$ cat src/rtl/striping_pkg.sv
// Shared types and sizing helpers for the two-lane striping scheduler.
package striping_pkg;

   typedef enum logic [1:0] {
      IDLE  = 2'd0,
      RUN   = 2'd1,
      DRAIN = 2'd2
   } state_e;

   localparam int DATA_W_DEF = 32;
   localparam int STALL_W    = 16;

   function automatic int credit_w(input int credits);
      return $clog2(credits + 1);
   endfunction

endpackage

$ cat src/rtl/lane_credit_cnt.sv
// Per-lane downstream credit counter; a return at full credit is dropped and flagged.
module lane_credit_cnt
   import striping_pkg::*;
#(
   parameter int CREDITS = 4,
   parameter int CW      = credit_w(CREDITS)
) (
   input  logic          clk_i,
   input  logic          rst_i,
   input  logic          consume_i,
   input  logic          ret_i,
   output logic [CW-1:0] count_o,
   output logic          has_credit_o,
   output logic          full_o,
   output logic          overflow_err_o
);

   localparam logic [CW-1:0] FULL_VAL = CW'(CREDITS);

   logic [CW-1:0] count_q;
   logic [CW-1:0] count_d;
   logic          overflow_s;

   // Next count: consume and return together cancel out.
   always_comb begin
      count_d    = count_q;
      overflow_s = 1'b0;
      if (consume_i && !ret_i) begin
         if (count_q != '0) begin
            count_d = count_q - CW'(1);
         end else begin
            count_d = count_q;
         end
      end else if (ret_i && !consume_i) begin
         if (count_q == FULL_VAL) begin
            overflow_s = 1'b1;
         end else begin
            count_d = count_q + CW'(1);
         end
      end else begin
         count_d = count_q;
      end
   end

   // Credit count register, starts full.
   always_ff @(posedge clk_i or posedge rst_i) begin
      if (rst_i) begin
         count_q <= FULL_VAL;
      end else begin
         count_q <= count_d;
      end
   end

   assign count_o        = count_q;
   assign has_credit_o   = (count_q != '0);
   assign full_o         = (count_q == FULL_VAL);
   assign overflow_err_o = overflow_s;

endmodule

$ cat src/rtl/striping_ctrl.sv
// Credit-based round-robin scheduler feeding two striping lanes, with
// enable/drain sequencing and stall statistics.
module striping_ctrl
   import striping_pkg::*;
#(
   parameter int DATA_W  = DATA_W_DEF,
   parameter int CREDITS = 4
) (
   input  logic               clk_2f,
   input  logic               reset,
   input  logic               enable,
   input  logic               valid_in,
   input  logic [DATA_W-1:0]  data_in,
   output logic               ready_out,
   output logic [DATA_W-1:0]  lane_0,
   output logic [DATA_W-1:0]  lane_1,
   output logic               valid_0,
   output logic               valid_1,
   input  logic               credit_ret_0,
   input  logic               credit_ret_1,
   output logic               cur_lane,
   output logic               idle,
   output logic [STALL_W-1:0] stall_cnt,
   output logic               credit_err
);

   localparam int CW = credit_w(CREDITS);

   state_e              state_q, state_d;
   logic                cur_lane_q, cur_lane_d;
   logic [DATA_W-1:0]   lane_0_q, lane_0_d, lane_1_q, lane_1_d;
   logic                valid_0_q, valid_0_d, valid_1_q, valid_1_d;
   logic [STALL_W-1:0]  stall_q, stall_d;
   logic                err_q, err_d;

   logic                ready_s, accept_s, consume_0_s, consume_1_s;
   logic [CW-1:0]       count_0_s, count_1_s;
   logic                has_0_s, has_1_s, full_0_s, full_1_s, ovf_0_s, ovf_1_s;
   logic                unused_counts_s;

   lane_credit_cnt #(.CREDITS(CREDITS), .CW(CW)) u_credit_0 (
      .clk_i(clk_2f), .rst_i(reset), .consume_i(consume_0_s), .ret_i(credit_ret_0),
      .count_o(count_0_s), .has_credit_o(has_0_s), .full_o(full_0_s), .overflow_err_o(ovf_0_s)
   );

   lane_credit_cnt #(.CREDITS(CREDITS), .CW(CW)) u_credit_1 (
      .clk_i(clk_2f), .rst_i(reset), .consume_i(consume_1_s), .ret_i(credit_ret_1),
      .count_o(count_1_s), .has_credit_o(has_1_s), .full_o(full_1_s), .overflow_err_o(ovf_1_s)
   );

   assign unused_counts_s = ^{count_0_s, count_1_s};

   // Handshake and next-state logic; ready depends on registers only, never on valid_in.
   always_comb begin
      ready_s     = (state_q == RUN) && (cur_lane_q ? has_1_s : has_0_s);
      accept_s    = valid_in && ready_s;
      consume_0_s = accept_s && !cur_lane_q;
      consume_1_s = accept_s && cur_lane_q;

      state_d = state_q;
      case (state_q)
         IDLE:    state_d = enable ? RUN : IDLE;
         RUN:     state_d = enable ? RUN : DRAIN;
         DRAIN:   state_d = (full_0_s && full_1_s) ? IDLE : DRAIN;
         default: state_d = IDLE;
      endcase

      if ((state_q == DRAIN) && (state_d == IDLE)) begin
         cur_lane_d = 1'b0;
      end else if (accept_s) begin
         cur_lane_d = !cur_lane_q;
      end else begin
         cur_lane_d = cur_lane_q;
      end

      valid_0_d = consume_0_s;
      valid_1_d = consume_1_s;
      lane_0_d  = consume_0_s ? data_in : lane_0_q;
      lane_1_d  = consume_1_s ? data_in : lane_1_q;

      if ((state_q != IDLE) && valid_in && !ready_s && (stall_q != {STALL_W{1'b1}})) begin
         stall_d = stall_q + STALL_W'(1);
      end else begin
         stall_d = stall_q;
      end

      err_d = err_q || ovf_0_s || ovf_1_s;
   end

   // State, lane pointer, lane outputs and statistics registers.
   always_ff @(posedge clk_2f or posedge reset) begin
      if (reset) begin
         state_q    <= IDLE;
         cur_lane_q <= 1'b0;
         lane_0_q   <= '0;
         lane_1_q   <= '0;
         valid_0_q  <= 1'b0;
         valid_1_q  <= 1'b0;
         stall_q    <= '0;
         err_q      <= 1'b0;
      end else begin
         state_q    <= state_d;
         cur_lane_q <= cur_lane_d;
         lane_0_q   <= lane_0_d;
         lane_1_q   <= lane_1_d;
         valid_0_q  <= valid_0_d;
         valid_1_q  <= valid_1_d;
         stall_q    <= stall_d;
         err_q      <= err_d;
      end
   end

   assign ready_out  = ready_s;
   assign lane_0     = lane_0_q;
   assign lane_1     = lane_1_q;
   assign valid_0    = valid_0_q;
   assign valid_1    = valid_1_q;
   assign cur_lane   = cur_lane_q;
   assign idle       = (state_q == IDLE);
   assign stall_cnt  = stall_q;
   assign credit_err = err_q;

endmodule

$ cat config.mk
export PLATFORM = sky130hd
export DESIGN_NAME = striping_ctrl
export DESIGN_NICKNAME = d
export VERILOG_FILES = /design/src/rtl/striping_pkg.sv /design/src/rtl/lane_credit_cnt.sv /design/src/rtl/striping_ctrl.sv
export SDC_FILE = /design/constraint.sdc
export NUM_CORES = 1
export LEC_CHECK = 0
export CAP_MARGIN = 40
export CORE_MARGIN = 2
export CORE_UTILIZATION = 30
export DETAILED_ROUTE_END_ITERATION = 8
export GPL_ROUTABILITY_DRIVEN = 0
export MAX_ROUTING_LAYER = met4
export SYNTH_ARGS = -nofsm -noshare
export SYNTH_HDL_FRONTEND = slang
export SYNTH_SLANG_ARGS = --single-unit
$ cat constraint.sdc
create_clock -name clk_2f -period 4.15 [get_ports clk_2f]
set_input_delay 0.83 -clock clk_2f [delete_from_list [all_inputs] [get_ports clk_2f]]
set_output_delay 0.83 -clock clk_2f [all_outputs]
set_load 0.005 [all_outputs]
# ---- After elaboration in Yosys (flattened, before gate mapping)
# Cells that the tools add are included.
dict set report totals {
  ff_bits 92
  input_bits 38
  wordCells 76
}
dict set report classes {
  n_addsub 5
  n_eq_ne 9
  muxes 21
  n_reduce_logical 31
}
# op count
set op_table {}
lappend op_table {{3-bit 2-to-1 mux} 8}
lappend op_table {{16-bit by 1-bit adder with 16-bit output (second input constant)} 1}
lappend op_table {{16-bit != test (second input constant)} 1}
lappend op_table {{1-bit logical AND} 13}
lappend op_table {{1-bit 2-to-1 mux} 10}
lappend op_table {{2-bit nonzero test} 4}
lappend op_table {{3-bit by 1-bit adder with 3-bit output (second input constant)} 2}
lappend op_table {{3-bit equality test (second input constant)} 2}
lappend op_table {{1-bit logical NOT} 6}
lappend op_table {{2-bit one-hot mux with 3 select lines} 1}
lappend op_table {{3-bit AND reduction} 2}
lappend op_table {{3-bit nonzero test} 2}
lappend op_table {{3-bit by 1-bit subtractor with 3-bit output (second input constant)} 2}
lappend op_table {{2-bit logical NOT} 2}
lappend op_table {{2-bit 2-to-1 mux} 2}
lappend op_table {{2-bit by 1-bit != test with 1-bit output (second input constant)} 2}
lappend op_table {{2-bit != test (second input constant)} 2}
lappend op_table {{2-bit by 1-bit equality test with 1-bit output (second input constant)} 1}
lappend op_table {{2-bit equality test (second input constant)} 1}
lappend op_table {{1-bit logical OR} 2}

# ---- Logic depth before layout (Yosys ltp)
# Gate-level depths: netlist (run 1).
dict set report logic_depth {
  depth_word 11
  mapped_depth 13
  ltp_nobuf 12
}

# ---- Cells and area by module
# From an unflattened synthesis (run 1), not the netlist that was laid out.
dict set report unflattened {
  cells_unflattened 287
  hier_area_um2 4066.4
}
# mod instances cells_per_inst area_each_um2
set by_module_without_submodules {}
lappend by_module_without_submodules {striping_ctrl 1 231 3523.4}
lappend by_module_without_submodules {lane_credit_cnt 2 28 271.5}

# ---- Least setup slack after synthesis (run 1)
# No wires, ideal clock.
dict set report synth_timing {
  path_kind {input-to-reg}
  from {input port valid_in}
  to {register u_credit_0.count_q[2], in the netlist u_credit_0.count_o[2]}
  setup_time_ps 91
  arrival_ps 2399
  setup_slack_ps 1660
  cell_stages 9
  cell_sequence {nor4b_4 -> buf_2 -> ha_1 -> xor2_1 -> ha_1 -> a21oi_1 -> xor2_1 -> o21ai_0 -> o31ai_1}
}
dict set report synth_between {
  elab_chain_cells 6
}
# item line_no
set synth_rtl {}
lappend synth_rtl {{from (decl)} striping_ctrl.sv:12} ;# input logic valid_in,
lappend synth_rtl {{1-bit logical AND *} striping_ctrl.sv:56} ;# accept_s = valid_in && ready_s;
lappend synth_rtl {{1-bit logical AND *} striping_ctrl.sv:57} ;# consume_0_s = accept_s && !cur_lane_q;
lappend synth_rtl {{named net consume_0_s} striping_ctrl.sv:36} ;# logic ready_s, accept_s, consume_0_s, consume_1_s;
lappend synth_rtl {{1-bit logical NOT} lane_credit_cnt.sv:34} ;# end else if (ret_i && !consume_i) begin
lappend synth_rtl {{1-bit logical AND} lane_credit_cnt.sv:34}
lappend synth_rtl {{2-bit nonzero test (no source line)} -}
lappend synth_rtl {{3-bit AND reduction (no source line)} -}
lappend synth_rtl {{to (signal assigned)} lane_credit_cnt.sv:50} ;# count_q <= count_d;
lappend synth_rtl {{to (decl)} lane_credit_cnt.sv:20} ;# logic [CW-1:0] count_q;
# Mark *: on every way through the listed nets, which the timed path passes. The rest lies on a longest branch.
# A chain may end at the register's enable or synchronous reset.

# ---- Final worst setup path (run 1)
dict set report layout_timing {
  from {input port valid_in}
  to {register u_credit_0.count_q[2], in the netlist u_credit_0.count_o[2]}
}
dict set report layout_between {
  elab_chain_cells 6
}
# item line_no
set layout_rtl {}
lappend layout_rtl {{1-bit logical AND *} striping_ctrl.sv:56}
lappend layout_rtl {{1-bit logical AND *} striping_ctrl.sv:57}
lappend layout_rtl {{1-bit logical NOT} lane_credit_cnt.sv:34}
lappend layout_rtl {{1-bit logical AND} lane_credit_cnt.sv:34}
lappend layout_rtl {{2-bit nonzero test (no source line)} -}
lappend layout_rtl {{3-bit AND reduction (no source line)} -}
# Every way passes the cells marked *; elsewhere a longest branch is shown, timed or not.

==> run summary, run 1 <==
* Port Buf Inserts: 123
* cell with the most instances after synthesis: sky130_fd_sc_hd__dfrtp_1
* I/O pin total: 124
* R2R Path End: u_credit_0.count_o[2]
* floorplan row count: 41
* hold violation total from the final report: 0
* number of routed nets with antenna violations: 0
* clock tree from TritonCTS: built
* total routing resource utilization after global routing: 13.1%
* post-detail-place hpwl: 6.03 mm
* Die W: 118 um
* Longest Clk Path Bufs: 2
* worst min-delay path class: reg -> reg
* Via Count: 2699
* clock skew: 0.00417 ns
* cells after synthesis: 280
* standard cell area after detailed placement: 5350 um2
* Lkg Pwr: 2.38 nW
* Unique masters post-synth: 36
* Hold WS: 0.483 ns
* share of synthesized registers carrying an async set or reset: 100%
* maximum number of pins on one net before global-route repair: 52
* number of pins with negative max-slew slack in the final report: 0
* PD cells: 695 nW/um2
* Area growth syn-to-layout: 44.9%
* total standard cell area after synthesis: 3900 um2
* level count of the clock H-tree: 3
* number of sinks handled by clock tree synthesis: 92
* buffer cell driving the clock tree root: sky130_fd_sc_hd__clkbuf_16
* CTS Buf Count: 9
* cell at the slowest stage of the critical path: sky130_fd_sc_hd__clkdlybuf4s50_1
* global-route wire length before repair: 14.1 mm
* number of enable-type register cells in the synthesized netlist: 0
* maximum clock frequency: 357 MHz
* type of the worst setup path: in -> reg
* Worst-Skew Late Latency: 0.34 ns
* outcome: finished, final reports clean
* Pre-Repair DR Iteration Count: 4
* Die Outline Area: 13900 um2
* unrepaired setup endpoints after global routing: false
* core region area: 12700 um2
* remaining max-slew budget at the tightest pin: 49.5%
* peak ir drop on the vdd network: 0.000297 V
* Min-Delay Endpoint: lane_0[14]
* final count of negative-setup-slack endpoints: 0
* period utilization: 67.5%
* type of destination of the critical path: register
* initial core utilization: 30.8%
* remaining design rule violation count: 0
* Avg WL per Cell: 14.6 um
* share of the synthesized area in the top cell type: 57.7%
* mean area per synthesized cell: 13.9 um2
* max_cap viols: 0
* maximum single-stage delay on the critical path: 0.54 ns
* Tmin final: 2.80 ns
* required time of the critical path: 4.40 ns
* antenna diode instance count: 0
* count of yosys warnings during synthesis: 0
* number of nets in the layout: 457
* data arrival time of the worst path: 3.05 ns
* final cell area excluding filler cells: 5660 um2
* overall overflow remaining after global route: 0
* detailed-route vias per instance: 4.61
* vertical die dimension: 118 um
* top cells by area, synth: sky130_fd_sc_hd__dfrtp_1, sky130_fd_sc_hd__mux2_2, sky130_fd_sc_hd__ha_1, sky130_fd_sc_hd__xor2_1, sky130_fd_sc_hd__xnor2_1
* setup_tns: 0 ns
* startpoint of the worst hold path: lane_0[14]
* # hold bufs at CTS: 0
* cell types with the highest counts after synthesis: sky130_fd_sc_hd__dfrtp_1, sky130_fd_sc_hd__mux2_2, sky130_fd_sc_hd__nand2_1, sky130_fd_sc_hd__nor2_1, sky130_fd_sc_hd__xor2_1
* startpoint of the worst-slack reg-to-reg timing path: cur_lane
* initial antenna violation count: 0
* number of synthesized register bits: 92
* register-to-register setup slack: 1.66 ns
* cell breakdown of the critical path: clkdlybuf4s50_1 > nor4b_4 > buf_4 > ha_1 > xor2_1 > ha_1 > a21oi_1 > xor2_1 > o21ai_0 > o31ai_1
* fraction of final layout cells sized beyond drive strength 1: 23.2%
* syn_nets: 327
* utilization after layout: 44.7%
* Detailed Route WL: 8.56 mm
* sequential element share of the synthesized area: 59.0%
* clock-pin slew of the registers on the worst-case setup and hold paths: 0.06 ns
* CP Launch Type: input port
* setup bufs post-CTS: 0
* via count of the first global-routing pass: 2690
* actual transition at the worst max-transition pin: 0.757 ns
* Hold Path Stages: 1
* leading area contributor after synthesis: sky130_fd_sc_hd__dfrtp_1
* CP Max Fanout: 25
* Post-CTS Resized: 0
* Worst Reg2Reg Path Length in Cells: 10
* Main synth FF type: sky130_fd_sc_hd__dfrtp_1
* number of DRC markers after the initial detailed-route iteration: 90
==> worst max-delay path, delay by kind of cell <==
family          cells  cell delay, ns
xor+xnor            2            0.28
fa+ha+maj           2            0.46
compound gates      3            0.32
simple gates        1            0.24
buf+inv             2            0.90
==> sequential cells by signal, indices dropped and copies added, names as in the netlist, 2 cells and up <==
name                flops
lane_0                 32
lane_1                 32
stall_cnt              16
u_credit_0.count_o      3
u_credit_1.count_o      3
state_q                 2
==> final cells by class <==
| cell class | instances | area [um2] |
|---|---|---|
| repair buffers | 127 | 1270 |
| clock buffers | 13 | 250 |
| fillers | 1208 | 7010 |
| clock inverters | 2 | 60.1 |
| inverters | 7 | 27.5 |
| flip-flops and latches | 92 | 2300 |
| multi-input cells | 173 | 1530 |
| well taps | 172 | 215 |
==> worst max-delay path by stage <==
stage	start	depth (start not counted)	to	slack, ns
after floorplan	reset	1	credit_err	0.93
after global placement	valid_in	10	u_credit_0.count_o[2]	1.07
after detailed placement	valid_in	10	u_credit_0.count_o[2]	0.99
after CTS	cur_lane	3	ready_out	1.34
after global routing	valid_in	10	u_credit_0.count_o[2]	1.16
final	valid_in	10	u_credit_0.count_o[2]	1.35
==> cell usage in the layout (no fill, tap or decap), types with 5 or more instances in the layout <==
cell,n
sky130_fd_sc_hd__clkbuf_16,9
sky130_fd_sc_hd__clkdlybuf4s50_1,123
sky130_fd_sc_hd__dfrtp_1,90
sky130_fd_sc_hd__ha_1,9
sky130_fd_sc_hd__inv_1,6
sky130_fd_sc_hd__mux2_2,64
sky130_fd_sc_hd__nand2_1,18
sky130_fd_sc_hd__nand3_1,5
sky130_fd_sc_hd__nand4_1,5
sky130_fd_sc_hd__nor2_1,13
sky130_fd_sc_hd__nor3_2,5
sky130_fd_sc_hd__o21ai_0,5
sky130_fd_sc_hd__xnor2_1,9
sky130_fd_sc_hd__xor2_1,12
==> report_power, final <==
part | switching [W] | internal (W)
logic | 0.000493 | 0.00101
clock network | 0.000319 | 0.000541
registers | 0.000276 | 0.00129
==> logic make-up after synthesis <==
kind of cell               Yosys count  synth area share (%)
and+or+nand+nor                     60                  9.29
muxes                               65                  18.7
AOI/OAI and AO/OA                   18                  3.33
adders and majority gates            9                  2.88
DFF                                 92                  59.0
buffers and inverters               15                  2.02
xor gates and xnor gates            21                  4.71
==> metal layers <==
metal | part of all wire [%] | up-vias | global-route usage (%)
met5 | 0 | - | -
met4 | 2.2 | 0 | 6.02
met3 | 6.2 | 14 | 4.55
met2 | 47 | 73 | 19.2
met1 | 45 | 1373 | 16.2
li1 | - | 1239 | -
==> through the flow <==
step / total power (W) / cells / setup slack [ns]
after floorplan: 0.00220 / 280 / 0.931
after CTS: 0.00400 / 586 / 1.34
after global routing: 0.00418 / 586 / 1.16
after detailed placement: 0.00311 / 571 / 0.989
final: 0.00393 / 586 / 1.35
after global placement: 0.00308 / 571 / 1.07
Note: power is estimated with default switching activity, not from simulation.
==> inputs of run 2 (changes only) <==
==> constraint.sdc (replaced) <==
create_clock -name clk_2f -period 2.8 [get_ports clk_2f]
set_input_delay 0.56 -clock clk_2f [delete_from_list [all_inputs] [get_ports clk_2f]]
set_output_delay 0.56 -clock clk_2f [all_outputs]
set_load 0.005 [all_outputs]
==> run 2 against run 1 <==
  * Via count shrank 1.2%
  * Combinational power grew 49%
  * Design area grew 0.71%
  * Power grew 51%
  * Setup slack lost 1.1 ns
  * Critical path depth shrank 7
  * Global-route usage grew 0.30 points
  * Sequential cell count is the same
  * Wire length shrank 1.0%
  * Clock power grew 60%
  * Utilization grew 0.32 points
  * Critical path type is now reg -> out
  * Highest routed layer unchanged
==> run summary, run 2 (synthesis gave the netlist of run 1 again) <==
* outcome: finished, final reports clean
* most frequent cells in the layout: sky130_fd_sc_hd__clkdlybuf4s50_1, sky130_fd_sc_hd__dfrtp_1, sky130_fd_sc_hd__mux2_2
* Die Outline Area: 13900 um2, unchanged
* Area growth syn-to-layout: 45.9%
* clock skew: 0.00489 ns, +0.000718 ns
* Lkg Pwr: 2.39 nW, +0.50%
* CP Launch Type: register
* initial core utilization: 30.8%, unchanged
* period utilization: 90.4%
* overall power consumption: 0.00593 W, +51%
* type of the worst setup path: reg -> out
* core region area: 12700 um2, unchanged
* remaining max-slew budget at the tightest pin: 66.6%, +17 points
* Tmin final: 2.53 ns
* post-detail-place hpwl: 5.91 mm, -2.0%
* final cell area excluding filler cells: 5700 um2, +0.71%
* Longest Clk Path Bufs: 2, unchanged
* number of routed nets with antenna violations: 0, unchanged
* Die W: 118 um, unchanged
* maximum single-stage delay on the critical path: 0.61 ns, +0.07 ns
* number of sinks handled by clock tree synthesis: 92, unchanged
* I/O pin total: 124, unchanged
* fraction of final layout cells sized beyond drive strength 1: 24.3%, +1.1 points
* Port Buf Inserts: 123, unchanged
* worst min-delay path class: reg -> reg
* setup_tns: 0 ns, unchanged
* standard cell area after detailed placement: 5360 um2, +0.19%
* global-route wire length before repair: 14.4 mm, +2.6%
* max_cap viols: 0, unchanged
* hold violation total from the final report: 0, unchanged
* total routing resource utilization after global routing: 13.4%, +0.30 points
* Detailed Route WL: 8.47 mm, -1.0%
* maximum clock frequency: 395 MHz
* remaining design rule violation count: 0, unchanged
* path length in cells of the critical path: 3, -7
* clock tree from TritonCTS: built
* data arrival time of the worst path: 1.97 ns, -1.08 ns
* setup bufs post-CTS: 0, unchanged
* Worst Reg2Reg Path Length in Cells: 12, +2
* CP Max Fanout: 6, -76%
* cell family with most CP delay: flip-flops
* # hold bufs at CTS: 0, unchanged
* initial antenna violation count: 0, unchanged
* antenna diode instance count: 0, unchanged
* most frequent standard cell in the layout excluding fill and tap cells: sky130_fd_sc_hd__clkdlybuf4s50_1
* peak ir drop on the vdd network: 0.000483 V, +63%
* buffer cell driving the clock tree root: sky130_fd_sc_hd__clkbuf_16
* CTS Buf Count: 9, unchanged
* PD cells: 1040 nW/um2, +50%
* Worst-Skew Late Latency: 0.34 ns, about the same
* actual transition at the worst max-transition pin: 0.500 ns, -0.257 ns
* cell at the slowest stage of the critical path: sky130_fd_sc_hd__dfstp_2
* overall overflow remaining after global route: 0, unchanged
* Post-CTS Resized: 0, unchanged
* Avg WL per Cell: 14.4 um, -1.4%
* floorplan row count: 41, unchanged
* number of DRC markers after the initial detailed-route iteration: 113, +26%
* cell breakdown of the critical path: nor4_4 > a311oi_2 > clkdlybuf4s50_1
* Via Count: 2666, -1.2%
* type of destination of the critical path: primary output
* Hold Path Stages: 1, unchanged
* detailed-route vias per instance: 4.53, -1.6%
* Pre-Repair DR Iteration Count: 4, unchanged
* maximum number of pins on one net before global-route repair: 93, +79%
* via count of the first global-routing pass: 2918, +8.5%
* sum of buffers and inverters on the critical path: 1, -1
* required time of the critical path: 2.24 ns, -2.16 ns
* unrepaired setup endpoints after global routing: false
* clock-pin slew of the registers on the worst-case setup and hold paths: 0.06 ns, about the same
* utilization after layout: 45.0%, +0.32 points
* final count of negative-setup-slack endpoints: 0, unchanged
* number of nets in the layout: 458, +0.22%
* number of pins with negative max-slew slack in the final report: 0, unchanged
* vertical die dimension: 118 um, unchanged
* level count of the clock H-tree: 3, unchanged
## run 2: cell types whose count changed in the layout (fill, tap and decap cells not counted)
cell,change
sky130_fd_sc_hd__clkbuf_8,-1
sky130_fd_sc_hd__clkbuf_1,-3
sky130_fd_sc_hd__clkinv_2,+1
sky130_fd_sc_hd__buf_4,+1
sky130_fd_sc_hd__bufinv_16,+1
sky130_fd_sc_hd__clkinvlp_4,+3
## run 2: final cells by class
cell class,count,area [um2]
Fill cell,1202,6970
Sequential cell,92,2300
Multi-Input combinational cell,173,1530
Clock buffer,9,225
Clock inverter,7,115
Timing Repair Buffer,128,1280
Inverter,7,30.0
Tap cell,172,215
## run 2: worst paths after layout
path | from | slack, ns | endpoint
max | u_credit_0.count_o[2] | 0.27 | ready_out
min | stall_cnt[15] | 0.49 | stall_cnt[15]
max reg2reg | state_q[1] | 0.51 | u_credit_1.count_o[2]
min reg2reg | stall_cnt[15] | 0.49 | stall_cnt[15]
max in group asynchronous | reset | 1.69 | u_credit_1.count_o[2]
min in group asynchronous | reset | 0.69 | stall_cnt[7]
## run 2: through the flow
step           worst slack, ns  hold WS, ns  std cells
6_report                 0.269        0.485        588
5_1_grt                  0.135        0.505        588
2_1_floorplan            0.431        0.460        280
3_5_place_dp             0.228        0.479        572
3_3_place_gp             0.294        0.470        572
4_1_cts                  0.254        0.489        588
## run 2: worst reg2reg max path, delay by kind of cell, from the launching register on
kind	cells	cell delay, ns
AND/OR/NAND/NOR	3	0.49
adder cells (fa/ha/maj)	2	0.38
flip-flops	1	0.42
XOR/XNOR	2	0.32
AO/OA/AOI/OAI	4	0.50
buffers and inverters	1	0.12
## run 2: power breakdown
part | total [W] | internal, W | switching (W)
Clock | 0.00138 | 0.000869 | 0.000512
Combinational | 0.00224 | 0.00150 | 0.000737
Sequential | 0.00231 | 0.00191 | 0.000399
Total | 0.00593 | 0.00428 | 0.00165
## run 2: per-layer routing
layer / GRT usage [%] / share of wire, %
met5: - / 0
met4: 6.55 / 2.1
met3: 4.41 / 6.4
met2: 21.3 / 48
met1: 15.1 / 43
